--- config.mk ---
export PLATFORM = sky130hd
export DESIGN_NAME = conv_ibuf_ctrl
export DESIGN_NICKNAME = d
export VERILOG_FILES = /design/src/rtl/conv_ibuf_ctrl.sv
export SDC_FILE = /design/constraint.sdc
export NUM_CORES = 1
export LEC_CHECK = 0
export BUFFER_PORTS_ARGS = -buffer_cell sky130_fd_sc_hd__buf_2
export CAP_MARGIN = 0
export CORE_AREA = 2 2 43 45
export DETAILED_ROUTE_END_ITERATION = 8
export DIE_AREA = 0 0 45 47
export PLACE_DENSITY_LB_ADDON = 0.1
export REMOVE_ABC_BUFFERS = 1
export SETUP_SLACK_MARGIN = 0.05
export SLEW_MARGIN = 25
export SYNTH_ARGS = -nofsm -noshare
export SYNTH_HDL_FRONTEND = slang
export SYNTH_SLANG_ARGS = --single-unit
--- constraint.sdc ---
create_clock -name clk -period 4 [get_ports clk]
set_input_delay 0.4 -clock clk [delete_from_list [all_inputs] [get_ports clk]]
set_output_delay 0.4 -clock clk [all_outputs]
set_load 0.01 [all_outputs]
--- src/rtl/conv_ibuf_ctrl.sv ---
// Input-buffer controller for a bit-serial CIM convolution: loads pixels in raster
// order and, once a full KxK window is present, streams DATA_SIZE*NUM_ADDR beats to the tiles.
module conv_ibuf_ctrl #(
  parameter int DATA_SIZE      = 8,
  parameter int IMG_DIM        = 28,
  parameter int KERNEL_DIM     = 3,
  parameter int INPUT_CHANNELS = 2,
  parameter int XBAR_SIZE      = 128,
  parameter int BUS_WIDTH      = 16,
  localparam int WIN_ELEMS     = INPUT_CHANNELS * KERNEL_DIM * KERNEL_DIM,
  localparam int V_TILES       = (WIN_ELEMS + XBAR_SIZE - 1) / XBAR_SIZE,
  localparam int NUM_ADDR_RAW  = (WIN_ELEMS + BUS_WIDTH * V_TILES - 1) / (BUS_WIDTH * V_TILES),
  localparam int NUM_ADDR      = (NUM_ADDR_RAW < 1) ? 1 : NUM_ADDR_RAW,
  localparam int COUNT_WIDTH   = (DATA_SIZE == 1) ? 1 : $clog2(DATA_SIZE),
  localparam int ADDR_WIDTH    = (NUM_ADDR <= 1) ? 1 : $clog2(NUM_ADDR)
) (
  input  logic                      clk,
  input  logic                      rst,
  input  logic                      i_valid,
  output logic                      o_ready,
  output logic [INPUT_CHANNELS-1:0] o_write_enable,
  output logic [COUNT_WIDTH-1:0]    o_count,
  output logic [ADDR_WIDTH-1:0]     o_ibuf_addr,
  output logic                      o_cim_valid,
  input  logic                      i_cim_ready,
  output logic                      o_last,
  output logic                      o_done,
  output logic                      o_dbg_state
);

  // Handshakes: a pixel moves when i_valid && o_ready; a beat moves when
  // o_cim_valid && i_cim_ready. Neither valid waits on its ready.

  localparam int POS_WIDTH = (IMG_DIM <= 1) ? 1 : $clog2(IMG_DIM);
  localparam logic [POS_WIDTH-1:0]   POS_MAX   = POS_WIDTH'(IMG_DIM - 1);
  localparam logic [POS_WIDTH-1:0]   WIN_MIN   = POS_WIDTH'(KERNEL_DIM - 1);
  localparam logic [COUNT_WIDTH-1:0] COUNT_MAX = COUNT_WIDTH'(DATA_SIZE - 1);
  localparam logic [ADDR_WIDTH-1:0]  ADDR_MAX  = ADDR_WIDTH'(NUM_ADDR - 1);

  typedef enum logic {LOAD = 1'b0, SEND = 1'b1} state_t;

  state_t                 r_state;
  state_t                 w_next_state;
  logic [POS_WIDTH-1:0]   r_row;
  logic [POS_WIDTH-1:0]   r_col;
  logic [COUNT_WIDTH-1:0] r_count;
  logic [ADDR_WIDTH-1:0]  r_addr;
  logic                   r_final;
  logic                   r_done;
  logic                   w_accept;
  logic                   w_trigger;
  logic                   w_beat_hs;
  logic                   w_addr_wrap;
  logic                   w_last;

  assign w_addr_wrap    = (r_addr == ADDR_MAX);
  assign w_last         = (r_count == COUNT_MAX) && w_addr_wrap;
  assign o_last         = (r_state == SEND) && w_last;
  assign o_count        = r_count;
  assign o_ibuf_addr    = r_addr;
  assign o_done         = r_done;
  assign o_write_enable = {INPUT_CHANNELS{w_accept}};
  assign o_dbg_state    = (r_state == SEND);

  always_ff @(posedge clk) begin
    if (rst) r_state <= LOAD;
    else     r_state <= w_next_state;
  end

  always_comb begin
    w_next_state = r_state;
    o_ready      = 1'b0;
    o_cim_valid  = 1'b0;
    w_accept     = 1'b0;
    w_trigger    = 1'b0;
    w_beat_hs    = 1'b0;
    case (r_state)
      LOAD: begin
        o_ready   = !rst;
        w_accept  = i_valid && !rst;
        w_trigger = w_accept && (r_row >= WIN_MIN) && (r_col >= WIN_MIN);
        if (w_trigger) w_next_state = SEND;
      end
      SEND: begin
        o_cim_valid = 1'b1;
        w_beat_hs   = i_cim_ready;
        if (w_beat_hs && w_last) w_next_state = LOAD;
      end
      default: w_next_state = LOAD;
    endcase
  end

  // The final pixel wraps row/col straight away; r_final remembers it so the
  // done pulse lines up with the end of that pixel's window.
  always_ff @(posedge clk) begin
    if (rst) begin
      r_row   <= '0;
      r_col   <= '0;
      r_final <= 1'b0;
    end else if (w_accept) begin
      if (r_col == POS_MAX) begin
        r_col <= '0;
        r_row <= (r_row == POS_MAX) ? '0 : r_row + POS_WIDTH'(1);
      end else begin
        r_col <= r_col + POS_WIDTH'(1);
      end
      if (w_trigger) r_final <= (r_row == POS_MAX) && (r_col == POS_MAX);
    end
  end

  always_ff @(posedge clk) begin
    if (rst) begin
      r_count <= '0;
      r_addr  <= '0;
      r_done  <= 1'b0;
    end else begin
      r_done <= 1'b0;
      if (w_trigger) begin
        r_count <= '0;
        r_addr  <= '0;
      end else if (w_beat_hs) begin
        if (w_last) begin
          r_count <= '0;
          r_addr  <= '0;
          r_done  <= r_final;
        end else if (w_addr_wrap) begin
          r_addr  <= '0;
          r_count <= r_count + COUNT_WIDTH'(1);
        end else begin
          r_addr <= r_addr + ADDR_WIDTH'(1);
        end
      end
    end
  end

endmodule

**Yosys cells after proc, flatten, opt, wreduce, memory -nomap -nowiden**

Index checks and enable logic that the tools add are counted.

- Bits in writable memories: 0
- Input port bits: 4
- Latch bits: 0
- Bits in registers: 17
- Word-level logic and storage cells: 47
- Bits in read-only memories: 0
- Memories kept: 0
- Output and inout port bits: 11

- Mux-type cells: 14
- Bitwise logic cells: 3
- Reductions and logical operators: 14
- $mul: 0
- Eq/ne operators: 3
- Div/mod/pow operators: 0
- Order comparisons: 2
- Add/subtract/negate cells: 4
- Shift operators: 0

Operators by type and width:

| kind | count |
|---|---|
| 5-bit by 1-bit adder with 5-bit output, second input constant | 2 |
| 5-bit equality test, second input constant | 2 |
| 5-bit by 2-bit greater-or-equal comparator with 1-bit output, second input constant | 2 |
| 5-bit 2-to-1 mux | 2 |
| 1-bit 2-to-1 mux | 9 |
| 1-bit logical AND | 7 |
| 3-bit 2-to-1 mux | 2 |
| 2-bit AND reduction | 3 |
| 4-bit OR reduction | 1 |
| 3-bit by 1-bit adder with 3-bit output, second input constant | 1 |
| 3-bit equality test, second input constant | 1 |
| 1-bit NOT | 3 |
| 1-bit one-hot mux with 2 select lines | 1 |
| 2-bit nonzero test | 1 |
| 2-bit OR reduction | 1 |
| 1-bit adder, second input constant | 1 |
| 1-bit logical NOT | 1 |

**Depth between registers and ports, before layout**

Gate-level depths: netlist of run 1.

- Depth after elaboration: 6
- Mapped depth: 6
- Gate-level depth less buffers: 5

**Least setup slack after synthesis of run 1**

Ideal clock, no wire load.

- Path kind: reg-to-output
- From: register r_state (netlist: o_dbg_state)
- To: output port o_write_enable[0]
- Arrival: 1,243 ps
- Required time: 3,600 ps
- Setup slack: 2,357 ps
- Stages on the path, launching flop included: 6
- Path buffers: 3
- Path through: dfxtp_1 or3b_4 buf_6 inv_1 buf_4 buf_4

- Cells in the longest elaborated chain, start to end: 1

Ends and longest elaborated chain:

| what | RTL line | text |
|---|---|---|
| start, declared | 42 | `state_t r_state;` |
| start signal, assigned | 67 | `else r_state <= w_next_state;` |
| 1-bit 2-to-1 mux | 77 | `case (r_state)` |
| end, declared | 21 | `output logic [INPUT_CHANNELS-1:0] o_write_enable,` |

No other way between the ends.

**Worst setup path after layout of run 1**

Same ends and word-level chain as after synthesis.

==> impl_results.md, run 1 <==
- Status: completed
- CP max stage cell: or3b_4
- Final-report max-slew violation count: 0
- Vias/cell: 5.94
- CTS max path bufs: 2
- Total track usage: 18.2%
- Leak: 0.402 nW
- Final nets: 120
- Unrepaired setup endpoints after global routing: no
- Yosys warnings: 0
- Avg WL per Cell: 13.2 um
- Primary FF master, synth: dfxtp_1
- Tot Pwr: 0.000279 W
- Clock share of power: 32.0%
- Global route total overflow: 0
- Final setup fails: 0
- Crit path DAT: 1.62 ns
- Power density over cell area: 290 nW/um2
- RePlAce Congestion: 0.855
- Post-Synth Adder-Cell Area: 8.44%
- Clock Skews: 0.00126 ns
- Post-Synthesis Cells: 97
- Syn-to-layout area delta: 8.16%
- Switching Power: 0.0000636 W
- Part of the power in registers: 61.9%
- Root Driver: clkbuf_4
- Tmin final: 2.02 ns
- Mapped Area: 890 um2
- Hold Vio Cnt, Final: 0
- Power share of the combinational group: 6.1%
- Buf/Inv on CP: 2
- FF+latch count, synth: 17
- Type of origin of the critical path: flop
- Die area: 2120 um2
- Die W: 45 um
- # IOs: 15
- Post-CTS Setup Repair Bufs: 0
- Max_slew headroom: 44.7%
- Final Worst Setup Slack: 1.98 ns
- Largest family of logic cells by synthesized area: simple AND/OR/NAND/NOR gates
- Antenna viol nets, final: 0
- Synth unique cells: 36
- Num CTS Buffers: 3
- Core Region: 1650 um2
- Fin util: 58.3%
- Synth Area per Inst: 9.17 um2
- Slowest cell delay on critical path: 0.48 ns
- Seq/Total Area, Yosys: 38.3%
- FP Rows: 15
- Peak supply drop: 0.152 mV
- Total internal power: 0.000215 W
- Async SR Flop Fraction: 0%
- Simple-gate portion of the synthesized area: 23.6%
- Number of global-route vias before repair: 656
- Xor/xnor cell area share of the yosys netlist: 0.985%
- Clock-pin slew on the worst setup and hold paths: 0.09 ns
- Top delay family on crit path: buffers and inverters
- Switching part of the total: 22.8%
- Post-Layout Inst Area: 962 um2
- Drt drc: 0
- Initial Utilization: 53.9%
- Critical-path maximum fanout: 12
- Final period util: 50.4%
- Crit Path Class: flop to output port
- Via count: 749
- Post-synthesis mux area share: 3.38%
- Pin count of the biggest net entering global routing: 13
- Port buffer count: 14
- Commonest non-fill, non-tap cell in the layout: dfxtp_1
- Post-DP HPWL: 1220 um
- Hold buffers post-CTS: 0
- Max frequency: 496 MHz
- DR iter-0 viols: 13
- Setup TNS: 0 ns
- Layout cell share with drive strength beyond 1: 21.1%
- Drt total wl: 1660 um
- TritonCTS clock tree: done
- Critical Path, Cell by Cell: or3b_4 -> inv_1 -> buf_2
- Clock sink total: 17
- Initial antenna violation count: 0
- Antenna cells: 0
- Tightest Pin Transition: 0.830 ns
- Max-cap viol count: 0
- Pre-CTS setup slack: 1.94 ns
- WP data required: 3.60 ns
- First-pass GRT wire length: 2790 um
- Commonest cells after routing, fill and taps aside: 17 x dfxtp_1, 14 x buf_2, 8 x inv_1, 8 x nand3_1, 8 x nand2_1
- Compound-cell area share of the yosys netlist: 16.9%
- Vert. Die Dim: 47 um
- Skew-Pair Late Insertion Delay: 0.28 ns
- Post-synth EDFFs: 0
- Crit. End Element: output port
- CTS resizes: 0
- Post-DP Area: 936 um2
- Min-Delay Path Class: input port to flop
- H-Tree Depth: 1
- TritonRoute pass-1 iters: 4
cells in the mapped netlist, types with 2 or more instances:
cell	count	area share [%]
dfxtp_1	17	38
nor3_1	3	1.7
buf_4	4	3.4
or4_1	2	1.7
nor2_1	3	1.3
a21oi_1	5	2.8
o21ai_0	2	1.1
inv_1	8	3.4
nand2_1	8	3.4
a211oi_1	3	2.5
nand3_1	8	4.5
o31ai_1	2	1.7
a311oi_1	2	2.0
mux2i_1	3	3.4
ha_1	6	8.4
path summary, 6_finish.rpt:
path,slack (ns),endpoint,from,cells past startpoint
setup / recovery,1.98,o_write_enable[0],o_dbg_state$_SDFF_PP0_,3
hold / removal,0.41,o_done$_SDFF_PP0_,i_cim_ready,2
setup reg to reg,2.16,r_final$_SDFFE_PP0P_,o_dbg_state$_SDFF_PP0_,3
hold reg to reg,0.48,o_done$_SDFF_PP0_,r_final$_SDFFE_PP0P_,2
power groups by stage:
| stage | clock [W] | combinational (W) | sequential, W |
|---|---|---|---|
| 4_1_cts | 0.0000949 | 0.0000172 | 0.000173 |
| 3_3_place_gp | 0 | 0.0000167 | 0.000177 |
| 2_1_floorplan | 0 | 0.0000102 | 0.000176 |
| 3_5_place_dp | 0 | 0.0000170 | 0.000177 |
| 6_report | 0.0000892 | 0.0000171 | 0.000173 |
| 5_1_grt | 0.000102 | 0.0000191 | 0.000173 |
worst register-to-register path, cell delays in order, from the launching register on:
cell and delay (ns):
dfxtp_1 0.38, or3b_4 0.48, a221oi_1 0.69, o32ai_1 0.16
final cells by class:
cell class	instances	area, um2
Fill cell	153	689
Multi-Input combinational cell	66	474
Sequential cell	17	340
Timing Repair Buffer	14	70.1
Inverter	8	30.0
Clock buffer	4	26.3
Tap cell	17	21.3
registers in the layout, indices dropped and copies added, names as in the netlist:
name,count
o_done,1
r_col,5
r_row,5
r_final,1
o_dbg_state,1
o_ibuf_addr,1
o_count,3
layer usage:
metal	global-route usage [%]	vias up	wire [um]
met4	10.6	0	11
met2	28.9	10	767
met1	23.8	355	839
met3	2.31	2	42
li1	-	382	-
met5	0	-	0
through the flow:
| stage | hold WS, ns | instances |
|---|---|---|
| 6_report | 0.409 | 126 |
| 5_1_grt | 0.398 | 126 |
| 4_1_cts | 0.394 | 126 |
| 3_5_place_dp | 0.471 | 122 |
| 3_3_place_gp | 0.450 | 122 |
| 2_1_floorplan | 0.431 | 91 |
cell families after synthesis:
family / after synthesis
adders and majority gates: 6
buffers and inverters: 14
and+or+nand+nor: 36
AOI/OAI and AO/OA: 20
xor gates and xnor gates: 1
DFF: 17
muxes: 3
Power figures use the tool's default switching activity.
==> run 2, diff against run 1 <==
--- a/config.mk
+++ b/config.mk
@@ -7,9 +7,9 @@
 export LEC_CHECK = 0
 export BUFFER_PORTS_ARGS = -buffer_cell sky130_fd_sc_hd__buf_2
 export CAP_MARGIN = 0
-export CORE_AREA = 2 2 43 45
+export CORE_AREA = 2 2 44 46
 export DETAILED_ROUTE_END_ITERATION = 8
-export DIE_AREA = 0 0 45 47
+export DIE_AREA = 0 0 46 48
 export PLACE_DENSITY_LB_ADDON = 0.1
 export REMOVE_ABC_BUFFERS = 1
 export SETUP_SLACK_MARGIN = 0.05
==> constraint.sdc (replaced) <==
create_clock -name clk -period 1.9 [get_ports clk]
set_input_delay 0.19 -clock clk [delete_from_list [all_inputs] [get_ports clk]]
set_output_delay 0.19 -clock clk [all_outputs]
set_load 0.01 [all_outputs]
==> impl_results.md, run 2 (synthesis gave the netlist of run 1 again) <==
- Root Driver: clkbuf_4
- FF-to-FF path depth: 3
- Commonest cells after routing, fill and taps aside: 17 x dfxtp_1, 14 x buf_2, 8 x nand3_1, 8 x nand2_1, 7 x inv_1
- Power density over cell area: 594 nW/um2
- Initial antenna violation count: 0
- Core Region: 1690 um2
- Clock-pin slew on the worst setup and hold paths: 0.10 ns
- Drt drc: 0
- Drt total wl: 1880 um
- Critical-path maximum fanout: 12
- H-Tree Depth: 1
- Final-report max-slew violation count: 0
- Min-Delay Path Class: input port to flop
- Final setup fails: 0
- # IOs: 15
- Peak supply drop: 0.395 mV
- GRT Max-Usage Layer: met2
- WP data required: 1.71 ns
- Max_slew headroom: 75.3%
- Die W: 46 um
- Hold Slack: 0.191 ns
- Grt met2 use: 28.9%
- CTS max path bufs: 2
- Global route total overflow: 0
- Fin util: 59.6%
- Final period util: 91.4%
- Leak: 0.424 nW
- Via count: 773
- Max-cap viol count: 0
- Crit Path Class: flop to output port
- Crit path DAT: 1.55 ns
- Vias/cell: 5.95
- Layout cell share with drive strength beyond 1: 24.8%
- Antenna viol nets, final: 0
- Top delay family on crit path: simple AND/OR/NAND/NOR gates
- Setup TNS: 0 ns
- Post-DP HPWL: 1300 um
- Status: completed
- Routing usage on met1: 28.2%
- DR iter-0 viols: 27
- TritonCTS clock tree: done
- Buf/Inv on CP: 2
- Max frequency: 576 MHz
- Commonest non-fill, non-tap cell in the layout: dfxtp_1
- Hold Vio Cnt, Final: 0
- Vert. Die Dim: 48 um
- Slowest cell delay on critical path: 0.50 ns
- Total track usage: 19.7%
- Num CTS Buffers: 3
- Met3 usage in global routing: 2.26%
- CP max stage cell: or3b_4
- Port buffer count: 14
- Pin count of the biggest net entering global routing: 13
- First-pass GRT wire length: 3040 um
- Hold buffers post-CTS: 0
- Skew-Pair Late Insertion Delay: 0.29 ns
- Antenna cells: 0
- Tightest Pin Transition: 0.369 ns
- Crit. End Element: output port
- Final nets: 124
- Syn-to-layout area delta: 13.2%
- Critical Path, Cell by Cell: or3b_4 -> clkinvlp_4 -> buf_2
- Levels on crit path: 3
- Clock sink total: 17
- Avg WL per Cell: 14.5 um
- TritonRoute pass-1 iters: 4
- Clock Skews: 0.00589 ns
- Type of origin of the critical path: flop
- FP Rows: 15
- RePlAce Congestion: 0.753
- Hold depth: 2
- Tmin final: 1.74 ns
- Number of global-route vias before repair: 662
- Die area: 2210 um2
- Initial Utilization: 52.7%
- Unrepaired setup endpoints after global routing: no
## run 2: changes by cell type in the layout (fill, tap and decap cells not counted), sizes merged
| cell | before | now |
|---|---|---|
| buf | 14 | 18 |
| inv | 8 | 7 |
| clkinvlp | 0 | 1 |
## run 2: metrics by stage
step	cell area (um2)	total power [W]	setup WS, ns	cells
6_report	1010	0.000599	0.163	130
5_1_grt	1010	0.000627	0.0979	130
4_1_cts	977	0.000604	0.0584	128
3_5_place_dp	951	0.000410	0.191	124
3_3_place_gp	951	0.000409	0.263	124
2_1_floorplan	845	0.000392	0.210	91
## run 2: repair_timing
action / CTS / global route
resized for setup: 0 / 2
endpoints found under the setup margin: 0 / 5
setup buffers: 0 / 2
## run 2: cell type report
cell class / instances / area [um2]
flip-flops and latches: 17 / 340
inverters: 8 / 33.8
multi-input cells: 66 / 485
clock buffers: 4 / 26.3
well taps: 17 / 21.3
repair buffers: 18 / 100
fillers: 158 / 682
## run 2: path summary, 6_finish.rpt
check,start,end,slack [ns]
setup / recovery,o_dbg_state$_SDFF_PP0_,o_write_enable[1],0.16
hold / removal,i_cim_ready,o_done$_SDFF_PP0_,0.19
setup reg to reg,o_dbg_state$_SDFF_PP0_,r_row[3]$_SDFFE_PP0P_,0.26
hold reg to reg,r_final$_SDFFE_PP0P_,o_done$_SDFF_PP0_,0.47
## run 2: power breakdown
part	internal (W)	total, W	switching, W
Combinational	0.0000154	0.0000414	0.0000261
Sequential	0.000359	0.000363	0.00000397
Clock	0.0000815	0.000194	0.000112
## run 2: metal layers
layer  vias up  routed length (um)
met5         -                   0
met4         0                  13
met3         2                  81
met2        21                 855
met1       356                 931
li1        394                   -
## run 2: worst register-to-register path, cell delays in order (launching register included)
cell,delay [ns]
dfxtp_1,0.38
or3b_4,0.50
or4_4,0.55
a21oi_2,0.15
==> run 3, diff against run 2 <==
--- a/config.mk
+++ b/config.mk
@@ -6,10 +6,11 @@
 export NUM_CORES = 1
 export LEC_CHECK = 0
 export BUFFER_PORTS_ARGS = -buffer_cell sky130_fd_sc_hd__buf_2
-export CAP_MARGIN = 0
+export CAP_MARGIN = 20
 export CORE_AREA = 2 2 44 46
 export DETAILED_ROUTE_END_ITERATION = 8
 export DIE_AREA = 0 0 46 48
+export GPL_TIMING_DRIVEN = 0
 export PLACE_DENSITY_LB_ADDON = 0.1
 export REMOVE_ABC_BUFFERS = 1
 export SETUP_SLACK_MARGIN = 0.05
==> impl_results.md, run 3 (synthesis gave the netlist of run 1 again) <==
- Status: completed
- Clock share of power: 32.4%
- Max-cap viol count: 0
- Unrepaired setup endpoints after global routing: no
- Max frequency: 579 MHz
- Crit path DAT: 1.54 ns
- Antenna cells: 0
- Drt total wl: 1690 um
- RePlAce Congestion: 0.749
- FP Rows: 15
- Commonest cells after routing, fill and taps aside: 17 x dfxtp_1, 14 x buf_2, 8 x nand3_1, 8 x nand2_1, 7 x inv_1
- Syn-to-layout area delta: 12.2%
- Global route total overflow: 0
- Register area: 340 um2
- Root Driver: clkbuf_4
- First-pass GRT wire length: 2810 um
- Part of the power in registers: 61.0%
- Commonest non-fill, non-tap cell in the layout: dfxtp_1
- Power share of the combinational group: 6.6%
- Final setup fails: 0
- Tightest Pin Transition: 0.567 ns
- Final period util: 90.9%
- Via count: 757
- Die W: 46 um
- Clock sink total: 17
- Clock-pin slew on the worst setup and hold paths: 0.09 ns
- Final Worst Setup Slack: 0.173 ns
- Vert. Die Dim: 48 um
- Crit. End Element: output port
- TritonCTS clock tree: done
- # IOs: 15
- H-Tree Depth: 1
- Skew-Pair Late Insertion Delay: 0.29 ns
- Critical Path, Cell by Cell: or3b_4 -> clkinvlp_4 -> buf_2
- Crit Path Class: flop to output port
- Hold Slack: 0.192 ns
- Leak: 0.414 nW
- Tot Pwr: 0.000596 W
- Post-DP HPWL: 1260 um
- Vias/cell: 5.91
- Max_slew headroom: 62.2%
- Pre-CTS setup slack: -0.0226 ns
- Hold Vio Cnt, Final: 0
- Initial antenna violation count: 0
- Clock Skews: 0.00442 ns
- Port buffer count: 14
- Drt drc: 0
- Antenna viol nets, final: 0
- Type of origin of the critical path: flop
- Hold buffers post-CTS: 0
- CP max stage cell: or3b_4
- Avg WL per Cell: 13.2 um
- Tmin final: 1.73 ns
- Power density over cell area: 597 nW/um2
- Multi-input logic area: 492 um2
- Min-Delay Path Class: input port to flop
- Core Region: 1690 um2
- Switching part of the total: 23.7%
- Critical-path maximum fanout: 12
- Slowest cell delay on critical path: 0.51 ns
- TritonRoute pass-1 iters: 4
- Number of global-route vias before repair: 657
- Layout cell share with drive strength beyond 1: 24.3%
- Die area: 2210 um2
- Initial Utilization: 52.7%
- Total internal power: 0.000455 W
- Number of fillers in the final layout: 170
- WP data required: 1.71 ns
- Final nets: 122
- Switching Power: 0.000141 W
- Total track usage: 18.0%
- Num CTS Buffers: 3
- Pin count of the biggest net entering global routing: 13
- DR iter-0 viols: 8
- Peak supply drop: 0.364 mV
- Final-report max-slew violation count: 0
- CTS max path bufs: 2
==> run 3: changes by cell type in the layout (fill, tap and decap cells not counted) <==
| cell | change |
|---|---|
| a221oi_1 | -1 |
| a221oi_2 | +1 |
| buf_4 | -2 |
==> run 3: final timing paths <==
check,startpoint,end,slack [ns],depth (start not counted)
setup / recovery,o_dbg_state$_SDFF_PP0_,o_write_enable[0],0.17,3
hold / removal,i_cim_ready,o_done$_SDFF_PP0_,0.19,2
setup reg to reg,o_dbg_state$_SDFF_PP0_,r_final$_SDFFE_PP0P_,0.27,3
hold reg to reg,r_final$_SDFFE_PP0P_,o_done$_SDFF_PP0_,0.47,2
==> run 3: metal layers <==
| metal | vias to the layer above | routed length, um | GRT usage, % |
|---|---|---|---|
| met3 | 2 | 40 | 4.53 |
| met5 | - | 0 | 0 |
| li1 | 388 | - | - |
| met1 | 359 | 818 | 22.3 |
| met2 | 8 | 816 | 29.2 |
| met4 | 0 | 13 | 8.57 |
==> run 3: power by group through the flow <==
stage	Combinational (W)	Sequential (W)	Clock, W
global placement	0.0000354	0.000372	0
finish	0.0000392	0.000363	0.000193
CTS	0.0000387	0.000363	0.000199
detailed placement	0.0000359	0.000372	0
global route	0.0000451	0.000364	0.000212
floorplan	0.0000214	0.000371	0
==> run 3: final cells by class <==
type	instances	area share, %
multi-input combinational	66	49.2
clock buffer	4	2.63
tap	17	2.13
timing repair buffer	16	8.52
sequential	17	34.1
inverter	8	3.38
==> run 3: repair_timing <==
| action | CTS | global route |
|---|---|---|
| setup buffers | 0 | 2 |
| resized for setup | 2 | 1 |
| setup endpoints to repair | 8 | 5 |
| pin swaps | 0 | 0 |
==> run 3: per-stage QoR <==
| stage | utilization (%) | setup TNS [ns] | std cells | area (um2) |
|---|---|---|---|---|
| 3_5_place_dp | 55.4 | -0.0351 | 122 | 936 |
| 3_3_place_gp | 55.4 | -0.0319 | 122 | 936 |
| 2_1_floorplan | - | 0 | 91 | 845 |
| 5_1_grt | 59.1 | 0 | 128 | 998 |
| 4_1_cts | 58.0 | 0 | 126 | 980 |
| 6_report | 59.1 | 0 | 128 | 998 |
==> run 3: worst max-delay path, delay by kind of cell (launching register included) <==
kind	cells	cell delay, ns
AND/OR/NAND/NOR	1	0.51
flip-flops	1	0.38
buffers and inverters	2	0.37
